**src/rtl/hazard_ctrl.sv**
```systemverilog
// hazard_ctrl: pipeline hazard controller for the 5-stage RV32 core.
//
// Drives the ID-stage control mux (stall, id_flush), the PC and IF/ID
// enables, the IF flush, and a whole-pipeline freeze while data memory
// is busy. It also keeps saturating counters for load-use stalls and
// redirect events.
//
// Ports:
//   clk, rst_n                 core clock, async active-low reset
//   id_rs1/id_rs2, id_uses_*   source operands of the ID instruction
//   idex_mem_read, idex_rd     load in EX and its destination register
//   ex_redirect                taken branch / JAL / JALR resolved in EX
//   dmem_req, dmem_ready       data-memory handshake from MEM
//   stall, id_flush            to ID mux: bubble / squash ID instruction
//   if_flush                   clear IF/ID to NOP
//   pc_write, ifid_write       PC and IF/ID register enables
//   pipe_freeze                hold ID/EX, EX/MEM, MEM/WB
//   mem_err                    sticky memory-timeout flag
//   stall_count, flush_count   saturating performance counters
//
// state    | meaning
// RUN      | normal issue; redirect flush and load-use handled here
// MEM_WAIT | data memory busy; pipeline frozen until ready or timeout
module hazard_ctrl #(
  parameter int FLUSH_CYCLES = 1,
  parameter int MEM_TIMEOUT  = 255,
  parameter int CNT_W        = 16
) (
  input  logic             clk,
  input  logic             rst_n,
  input  logic [4:0]       id_rs1,
  input  logic [4:0]       id_rs2,
  input  logic             id_uses_rs1,
  input  logic             id_uses_rs2,
  input  logic             idex_mem_read,
  input  logic [4:0]       idex_rd,
  input  logic             ex_redirect,
  input  logic             dmem_req,
  input  logic             dmem_ready,
  output logic             stall,
  output logic             id_flush,
  output logic             if_flush,
  output logic             pc_write,
  output logic             ifid_write,
  output logic             pipe_freeze,
  output logic             mem_err,
  output logic [CNT_W-1:0] stall_count,
  output logic [CNT_W-1:0] flush_count
);

  typedef enum logic {RUN, MEM_WAIT} state_t;

  localparam logic [2:0] FLUSH_RELOAD = 3'(FLUSH_CYCLES - 1);
  localparam logic [7:0] TIMEOUT      = 8'(MEM_TIMEOUT);

  state_t     state, state_nxt;
  logic [2:0] flush_cnt, flush_cnt_nxt;
  logic [7:0] wait_cnt, wait_cnt_nxt;
  logic       mem_err_nxt;
  logic       stall_inc, flush_inc;
  logic       lu;

  assign lu = idex_mem_read && (idex_rd != 5'd0) &&
              ((id_uses_rs1 && (id_rs1 == idex_rd)) ||
               (id_uses_rs2 && (id_rs2 == idex_rd)));

  always_ff @(posedge clk or negedge rst_n) begin
    if (!rst_n) begin
      state     <= RUN;
      flush_cnt <= 3'd0;
      wait_cnt  <= 8'd0;
      mem_err   <= 1'b0;
    end else begin
      state     <= state_nxt;
      flush_cnt <= flush_cnt_nxt;
      wait_cnt  <= wait_cnt_nxt;
      mem_err   <= mem_err_nxt;
    end
  end

  always_comb begin
    state_nxt     = state;
    flush_cnt_nxt = flush_cnt;
    wait_cnt_nxt  = wait_cnt;
    mem_err_nxt   = mem_err;
    stall_inc     = 1'b0;
    flush_inc     = 1'b0;
    stall         = 1'b0;
    id_flush      = 1'b0;
    if_flush      = 1'b0;
    pc_write      = 1'b0;
    ifid_write    = 1'b0;
    pipe_freeze   = 1'b0;

    case (state)
      RUN: begin
        if (dmem_req && !dmem_ready) begin
          pipe_freeze  = 1'b1;
          state_nxt    = MEM_WAIT;
          wait_cnt_nxt = 8'd1;
        end else if (ex_redirect) begin
          // A redirect squashes the ID instruction, so any load-use on it
          // is moot and is not counted as a stall.
          if_flush      = 1'b1;
          id_flush      = 1'b1;
          pc_write      = 1'b1;
          ifid_write    = 1'b1;
          flush_cnt_nxt = FLUSH_RELOAD;
          flush_inc     = 1'b1;
        end else if (flush_cnt != 3'd0) begin
          if_flush      = 1'b1;
          id_flush      = 1'b1;
          pc_write      = 1'b1;
          ifid_write    = 1'b1;
          flush_cnt_nxt = flush_cnt - 3'd1;
        end else if (lu) begin
          stall     = 1'b1;
          stall_inc = 1'b1;
        end else begin
          pc_write   = 1'b1;
          ifid_write = 1'b1;
        end
      end
      MEM_WAIT: begin
        // EX is frozen, so a pending redirect is simply seen again later;
        // flush_cnt holds its value across the wait.
        pipe_freeze = !dmem_ready;
        pc_write    = dmem_ready;
        ifid_write  = dmem_ready;
        if (dmem_ready) begin
          state_nxt = RUN;
        end else if (wait_cnt == TIMEOUT) begin
          mem_err_nxt = 1'b1;
          state_nxt   = RUN;
        end else begin
          wait_cnt_nxt = wait_cnt + 8'd1;
        end
      end
      default: state_nxt = RUN;
    endcase

    // Outputs are combinational, so they must be forced quiet while reset
    // is held, not just from the next edge onward.
    if (!rst_n) begin
      stall       = 1'b0;
      id_flush    = 1'b0;
      if_flush    = 1'b0;
      pc_write    = 1'b0;
      ifid_write  = 1'b0;
      pipe_freeze = 1'b0;
    end
  end

  always_ff @(posedge clk or negedge rst_n) begin
    if (!rst_n) begin
      stall_count <= '0;
      flush_count <= '0;
    end else begin
      if (stall_inc && (stall_count != '1)) stall_count <= stall_count + 1'b1;
      if (flush_inc && (flush_count != '1)) flush_count <= flush_count + 1'b1;
    end
  end

endmodule

```
**config.mk**
```make
export PLATFORM = sky130hd
export DESIGN_NAME = hazard_ctrl
export DESIGN_NICKNAME = d
export VERILOG_FILES = /design/src/rtl/hazard_ctrl.sv
export SDC_FILE = /design/constraint.sdc
export NUM_CORES = 1
export LEC_CHECK = 0
export CAP_MARGIN = 30
export CORE_AREA = 2 2 89 66
export DETAILED_ROUTE_END_ITERATION = 10
export DIE_AREA = 0 0 91 68
export MAX_ROUTING_LAYER = met4
export PLACE_DENSITY = 0.77
export SKIP_LAST_GASP = 1
export SLEW_MARGIN = 5
export SYNTH_ARGS = -nofsm -noshare
export SYNTH_HDL_FRONTEND = slang
export SYNTH_SLANG_ARGS = --single-unit
export TNS_END_PERCENT = 5
```
**constraint.sdc**
```tcl
create_clock -name clk -period 2.5 [get_ports clk]
set_clock_uncertainty 0.1 [all_clocks]
set_input_delay 0.25 -clock clk [delete_from_list [all_inputs] [get_ports clk]]
set_output_delay 0.25 -clock clk [all_outputs]
set_load 0.01 [all_outputs]
```
[Yosys cells after proc, flatten, opt, wreduce, memory -nomap -nowiden]
Cells that the tools add are included.
Storage, ports and cells
  register bits: 45
  logic and storage cells: 68
Operators by class
  add/sub/neg operators: 4
  equality and inequality tests: 8
  mux-type cells: 32
  bitwise operators: 3
  reduce and logical (&&, ||, !) cells: 15
Operator list (count)
  $add 16x1->16 const B: 2
  $ne 16x16->1 const B: 2
  $mux 8: 3
  $mux 1: 23
  $pmux 8 s2: 1
  $eq 5x5->1: 2
  $reduce_and 3->1: 3
  $add 8x1->8 const B: 1
  $eq 8x8->1 const B: 1
  $logic_and 1x1->1: 7
  $mux 3: 2
  $ne 2x2->1 const B: 3
  $pmux 1 s2: 3
  $reduce_bool 5->1: 1
  $not 1->1: 3
  $reduce_bool 3->1: 1
  $sub 3x1->3 const B: 1
  $reduce_bool 2->1: 1
  $logic_not 1->1: 1
  $logic_or 1x1->1: 1

[Depth between registers and ports, before layout]
Gate-level depths: netlist of the first run.
  depth in word-level cells: 10
  mapped depth: 9

[Worst setup path after synthesis of the first run]
Ideal clock, no wire load.
  path type: reg2out
  from: reg flush_cnt[0]
  to: out pc_write
  data arrival time: 1636 ps
  required time: 2150 ps
  slack: 514 ps
  cell stages (with the launch flop): 9
  buffers on the path: 1
  path through: dfrtp_1 inv_1 ha_1 ha_1 and2b_1 o311a_1 nand2_1 o211a_1 buf_4
Between the ends
  word-level cells in the longest chain between the ends: 6
Ends and longest elaborated chain
  start, declared: line 57  | logic [2:0] flush_cnt, flush_cnt_nxt;
  start signal, assigned: line 75  | flush_cnt <= flush_cnt_nxt;
  $reduce_bool 3->1: line 110  | end else if (flush_cnt != 3'd0) begin
  $mux 1 (3 in a row)
  $pmux 1 s2
  $mux 1
  end, declared: line 43  | output logic pc_write,
Every way passes these cells.

[Worst setup path after layout of the first run]
  from: reg flush_cnt[0]
  to: out stall
Between the ends
  word-level cells in the longest chain between the ends: 6
Ends and longest elaborated chain
  $reduce_bool 3->1: line 110
  $mux 1: line 110
  $mux 1: line 101  | end else if (ex_redirect) begin
  $mux 1: line 97  | if (dmem_req && !dmem_ready) begin
  $mux 1: line 95  | case (state)
  $mux 1: line 144  | if (!rst_n) begin
  end, declared: line 40  | output logic stall,
Every way passes these cells.

==> results of run 1 <==
[worst min path at each step]
stage,start,end
detailed placement,rst_n,state
floorplan,rst_n,flush_cnt[0]
finish,rst_n,flush_count[9]
global placement,rst_n,state
CTS,rst_n,flush_count[9]
global route,rst_n,state
[stage by stage]
step           std cells  hold slack (ns)
2_1_floorplan        227           -0.146
3_3_place_gp         369           0.0595
3_5_place_dp         369           0.0676
4_1_cts              378            0.278
5_1_grt              378            0.306
6_report             378            0.288
[sequential cells by signal (all words and copies together), names as in the netlist]
| name | flops |
|---|---|
| mem_err | 1 |
| flush_cnt | 3 |
| state | 1 |
| wait_cnt | 8 |
| flush_count | 16 |
| stall_count | 16 |
[routing by layer]
layer | wire [µm] | GRT usage, %
met2 | 2270 | 28.2
met4 | 46 | 5.11
met5 | 0 | -
met1 | 2670 | 25.4
met3 | 192 | 3.19
[layout by cell type, fill, tap and decap left out, types with 2 or more instances in the layout]
master	synthesis	routed
clkdlybuf4s50_1	0	58
dfrtp_1	45	45
xnor2_1	24	24
xor2_1	22	22
nor2_1	19	19
nand2_1	17	17
nand4_1	11	11
nand3_1	11	11
inv_1	10	10
nor3_1	10	10
buf_4	2	10
clkbuf_8	0	7
o21ai_0	5	5
nor3_2	4	4
and3_1	3	3
ha_1	5	3
o21bai_1	2	2
or3_1	2	2
nand2b_1	2	2
and2_1	2	2
or2_2	2	2
nand2_2	2	2
nand3_2	2	2
nor4_1	2	2
and4_1	2	2
mux2_2	2	2
a21oi_1	2	2
o22ai_1	2	2
[timing repair]
item                                   in CTS  in global routing
resized for setup                           3                  3
endpoints found under the hold margin      10                  0
setup endpoints to repair                   3                  5
hold buffers                                1                  0
[kinds of logic after synthesis]
| kind of cell | synth area share [%] |
|---|---|
| buf+inv | 3.32 |
| xor+xnor | 17.0 |
| flops | 47.5 |
| fa+ha+maj | 2.64 |
| compound gates | 5.59 |
| mux | 1.58 |
| simple gates | 22.4 |
[layout make-up]
class	instances	area [µm²]
timing repair buffer	72	692
fill	466	2180
sequential	45	1130
multi-input combinational	168	1180
clock buffer	7	96.3
clock inverter	1	5.00
inverter	10	37.5
tap	75	93.8
[worst max-delay path, cell delays in order, from the launching register on]
cell and delay, ns:
dfrtp_1 0.41, inv_1 0.09, ha_2 0.20, ha_4 0.16, and2b_2 0.17, o311a_1 0.18
nand2_1 0.08, nor2_1 0.10, clkdlybuf4s50_1 0.54
[power breakdown]
group | total (mW) | switching [mW] | internal [mW] | leakage, nW
combinational | 0.570 | 0.252 | 0.319 | 0.795
sequential | 0.929 | 0.105 | 0.824 | 0.594
clock | 0.491 | 0.241 | 0.250 | 0.0542
==> results_dict.tcl, run 1 <==
set metrics [dict create \
    status "complete, but fails checks" \
    violations "setup timing" \
    synth_top_area_share_pct 47.5 \
    wl_per_cell_um 13.7 \
    clk_pin_slew_ns 0.08 \
    drv_cap 0 \
    drt_iter0_markers 86 \
    cts.path.max_buffers 2 \
    arrival_ns 2.21 \
    synth_area_per_cell_um2 10.5 \
    vias 1864 \
    p_per_area_nw_per_um2 615 \
    place_area_um2 3110 \
    layout.nets 330 \
    grt_pass1_wl_um 8800 \
    avgViaCountPerCell 4.93 \
    fp.dieW_um 91 \
    max_freq_ghz 0.390 \
    dpl.hpwl_um 3910 \
    finalMaxSlewViolations 0 \
    drt-pass1-iter-count 4 \
    setup_tns_ns -0.0640 \
    synth_area_leaders "dfrtp_1 47%, xnor2_1 8.9%, xor2_1 8.1%" \
    syn2layout_area_growth_pct 36.3 \
    cts_tree "yes" \
    reg2reg_slack_ns 0.28 \
    power_leakage_nw 1.44 \
    cp-endpoint "stall" \
    ios 62 \
    ys_seq_area_share_pct 47.5 \
    total_power_mw 1.99 \
    worstPathRequired_ns 2.15 \
    pre_cts_ws_ns -0.0284 \
    synth_area_um2 2370 \
    initial_utilization_pct 43.8 \
    layout_min_cycle_time_ns 2.56 \
    cp-startpoint "flush_cnt[0]" \
    synth_seq_cells 45 \
    synth_largest_area_cell "dfrtp_1" \
    netlist_instances 227 \
    timing.final.crit_share_pct 103 \
    track_usage_pct 18.3 \
    dieHeight_um 68 \
    cts_buffers 5 \
    final_area_um2 3230 \
    ys_top_cells_by_count "45 x dfrtp_1, 24 x xnor2_1, 22 x xor2_1" \
    startpoint_type "flip-flop" \
    remaining_drc_errors 0 \
    path_class "flip-flop to output pin" \
    rsz0062_at_grt "yes" \
    worst_setup_path_end_kind "output pin" \
    grt_max_degree 36 \
    relSlewSlack_pct 59.9 \
    root_buffer "clkbuf_8" \
    worstRegToRegCells 10 \
    antenna_left 0 \
    htree_levels 2 \
    synth_edf_count 0 \
    rows 23 \
    syn_nets 255 \
    clock_sinks 45 \
    worst_slack_ns -0.0640 \
    antenna_found_initial 0 \
    setup_viol 1 \
    port_buffers 61 \
    hold_viol 0 \
    die_area_um2 6190 \
    yosysUniqueCellTypes 41 \
    core_um2 5410 \
    drive_gt1_share_pct 13.2 \
    r2r_end "stall_count[9]" \
    hp-class "input pin to async pin" \
    clkLatencyLatePin_ns 0.29 \
    grt_remaining_overflow 0 \
    fin_util_pct 59.8 \
    worstMarginPinSlew_ns 0.595 \
    ir_worst_vdd_mv 0.604 \
    async_flop_share_pct 100 \
    grt_pass1_vias 1902 \
    n_antenna_cell 0 \
    synth_top_flop_cell "dfrtp_1" \
    ys_warn_count 0 \
    cts_setup_buffers 0 \
    drt-total-wl_um 5180 \
    gp_congestion 0.856 \
    r2r-start "flush_cnt[0]" \
    path_max_fanout 6 \
    yosysMostFrequentCell "dfrtp_1" \
]
Note: power is estimated with default switching activity, not from simulation.
==> run 2: changes to the inputs <==
--- a/config.mk
+++ b/config.mk
@@ -6,11 +6,11 @@
 export NUM_CORES = 1
 export LEC_CHECK = 0
 export CAP_MARGIN = 30
-export CORE_AREA = 2 2 89 66
+export CORE_AREA = 2 2 102 74
 export DETAILED_ROUTE_END_ITERATION = 10
-export DIE_AREA = 0 0 91 68
+export DIE_AREA = 0 0 104 76
 export MAX_ROUTING_LAYER = met4
-export PLACE_DENSITY = 0.77
+export PLACE_DENSITY = 0.63
 export SKIP_LAST_GASP = 1
 export SLEW_MARGIN = 5
 export SYNTH_ARGS = -nofsm -noshare
==> results_dict.tcl, run 2 (synthesized netlist as in run 1, its figures left out) <==
set metrics [dict create \
    status "complete, but fails checks" \
    violations "setup timing" \
    ios 62 \
    finalMaxSlewViolations 0 \
    max_freq_ghz 0.377 \
    n_antenna_cell 0 \
    rsz0062_at_grt "yes" \
    worst_setup_path_end_kind "output pin" \
    htree_levels 2 \
    worstMarginPinSlew_ns 0.550 \
    remaining_drc_errors 0 \
    ir_worst_vdd_mv 0.274 \
    vias 1889 \
    cts.path.max_buffers 2 \
    p_seq_share_pct 49.0 \
    fill_cells 687 \
    layout_min_cycle_time_ns 2.65 \
    setup_viol 1 \
    worst_slack_ns -0.151 \
    grt_pass1_wl_um 9050 \
    multi_input_comb_area_um2 1170 \
    p_per_area_nw_per_um2 582 \
    rows 26 \
    die_area_um2 7900 \
    path_max_fanout 3 \
    switchingPower_mw 0.569 \
    wl_per_cell_um 12.7 \
    pre_cts_ws_ns -0.0895 \
    drt_iter0_markers 73 \
    fp.dieW_um 104 \
    startpoint_type "flip-flop" \
    clk_pin_slew_ns 0.08 \
    dieHeight_um 76 \
    mostFrequentLayoutCells "58 x clkdlybuf4s50_1, 45 x dfrtp_1, 24 x xnor2_1" \
    clkLatencyLatePin_ns 0.29 \
    initial_utilization_pct 33.8 \
    core_um2 7030 \
    gp_congestion 0.787 \
    layout.nets 333 \
    cts_tree "yes" \
    drt-total-wl_um 5120 \
    avgViaCountPerCell 4.68 \
    port_buffers 61 \
    final_area_um2 3250 \
    power_leakage_nw 1.45 \
    register_area_um2 1130 \
    swShare_pct 30.1 \
    path_class "flip-flop to output pin" \
    clock_sinks 45 \
    place_area_um2 3160 \
    track_usage_pct 14.2 \
    root_buffer "clkbuf_8" \
    drive_gt1_share_pct 12.7 \
    grt_remaining_overflow 0 \
    grt_pass1_vias 1892 \
    antenna_found_initial 0 \
    antenna_left 0 \
    power_frac_clock_pct 22.4 \
    cts_buffers 5 \
    drt-pass1-iter-count 4 \
    fin_util_pct 46.3 \
    grt_max_degree 28 \
    timing.final.crit_share_pct 106 \
    reg2reg_slack_ns 0.18 \
    combPwrFrac_pct 28.6 \
    hold_viol 0 \
    hp-class "input pin to async pin" \
    dpl.hpwl_um 3960 \
    drv_cap 0 \
    syn2layout_area_growth_pct 37.0 \
    arrival_ns 2.30 \
    layout_commonest_cell "clkdlybuf4s50_1" \
    relSlewSlack_pct 62.9 \
    top_regs "flush_count: 16 flops, stall_count: 16 flops, wait_cnt: 8 flops" \
    worstPathRequired_ns 2.15 \
    p_int_mw 1.32 \
]
==> run 2: cell count changes in the layout (fill, tap and decap cells not counted) <==
cell | previous run | this run
ha_4 | 1 | 0
clkbuf_1 | 0 | 1
ha_1 | 3 | 5
and2b_2 | 1 | 0
clkbuf_8 | 7 | 5
ha_2 | 1 | 0
buf_4 | 10 | 13
clkinv_2 | 1 | 2
and2b_1 | 0 | 1
==> run 2: metal layers <==
layer / GRT usage (%) / vias up / routed length (µm)
met5: - / - / 0
met4: 2.43 / 0 / 21
met3: 3.34 / 4 / 209
met2: 20.5 / 46 / 2190
met1: 20.5 / 903 / 2700
li1: - / 936 / -
==> run 2: path summary, 6_finish.rpt <==
path | endpoint | depth (start not counted) | start
min reg2reg | mem_err | 1 | mem_err
min | wait_cnt[2] | 2 | rst_n
min in group clk | mem_err | 1 | mem_err
max reg2reg | stall_count[15] | 9 | flush_cnt[0]
max in group asynchronous | stall_count[10] | 3 | rst_n
max | ifid_write | 8 | flush_cnt[0]
==> run 2: final cells by class <==
type / instances / area share, %
Sequential cell: 45 / 34.6
Inverter: 10 / 1.15
Clock buffer: 6 / 2.23
Timing Repair Buffer: 75 / 22.0
Clock inverter: 2 / 0.308
Multi-Input combinational cell: 168 / 35.9
Tap cell: 98 / 3.77
==> run 2: repair_timing <==
item / in CTS / in global routing
resized for setup: 1 / 1
buffers inserted: 0 / 0
cloned: 0 / 0
hold buffers: 1 / 0
endpoints found under the setup margin: 3 / 5
endpoints found under the hold margin: 8 / 0
==> run 2: power groups by stage <==
| stage | Clock [mW] | Sequential, mW | Combinational, mW |
|---|---|---|---|
| after detailed placement | 0 | 0.940 | 0.548 |
| after floorplan | 0 | 0.944 | 0.277 |
| after CTS | 0.446 | 0.927 | 0.551 |
| after global routing | 0.469 | 0.944 | 0.616 |
| after global placement | 0 | 0.937 | 0.530 |
| final | 0.423 | 0.927 | 0.542 |
==> run 2: worst max-delay path: stages, from the launching register on <==
cell and delay (ns):
dfrtp_1 0.38, inv_1 0.07, ha_1 0.20, ha_1 0.19
and2b_1 0.19, o311a_1 0.15, nand2_1 0.11, o211a_1 0.19
clkdlybuf4s50_1 0.55
==> run 2: per-stage QoR <==
step                hold slack [ns]  setup TNS (ns)  total power [mW]  instances
global placement             0.0198          -0.135              1.47        395
detailed placement           0.0236          -0.212              1.49        395
CTS                           0.241          -0.386              1.92        404
global route                  0.254          -0.483              2.03        404
floorplan                    -0.146               0              1.22        227
finish                        0.244          -0.151              1.89        404
==> run 3: changes to the inputs <==
--- a/config.mk
+++ b/config.mk
@@ -7,6 +7,7 @@
 export LEC_CHECK = 0
 export CAP_MARGIN = 30
 export CORE_AREA = 2 2 102 74
+export CTS_CLUSTER_SIZE = 24
 export DETAILED_ROUTE_END_ITERATION = 10
 export DIE_AREA = 0 0 104 76
 export MAX_ROUTING_LAYER = met4
==> results of run 3 <==
The final DEF is identical to that of run 2; final timing and power are the same.
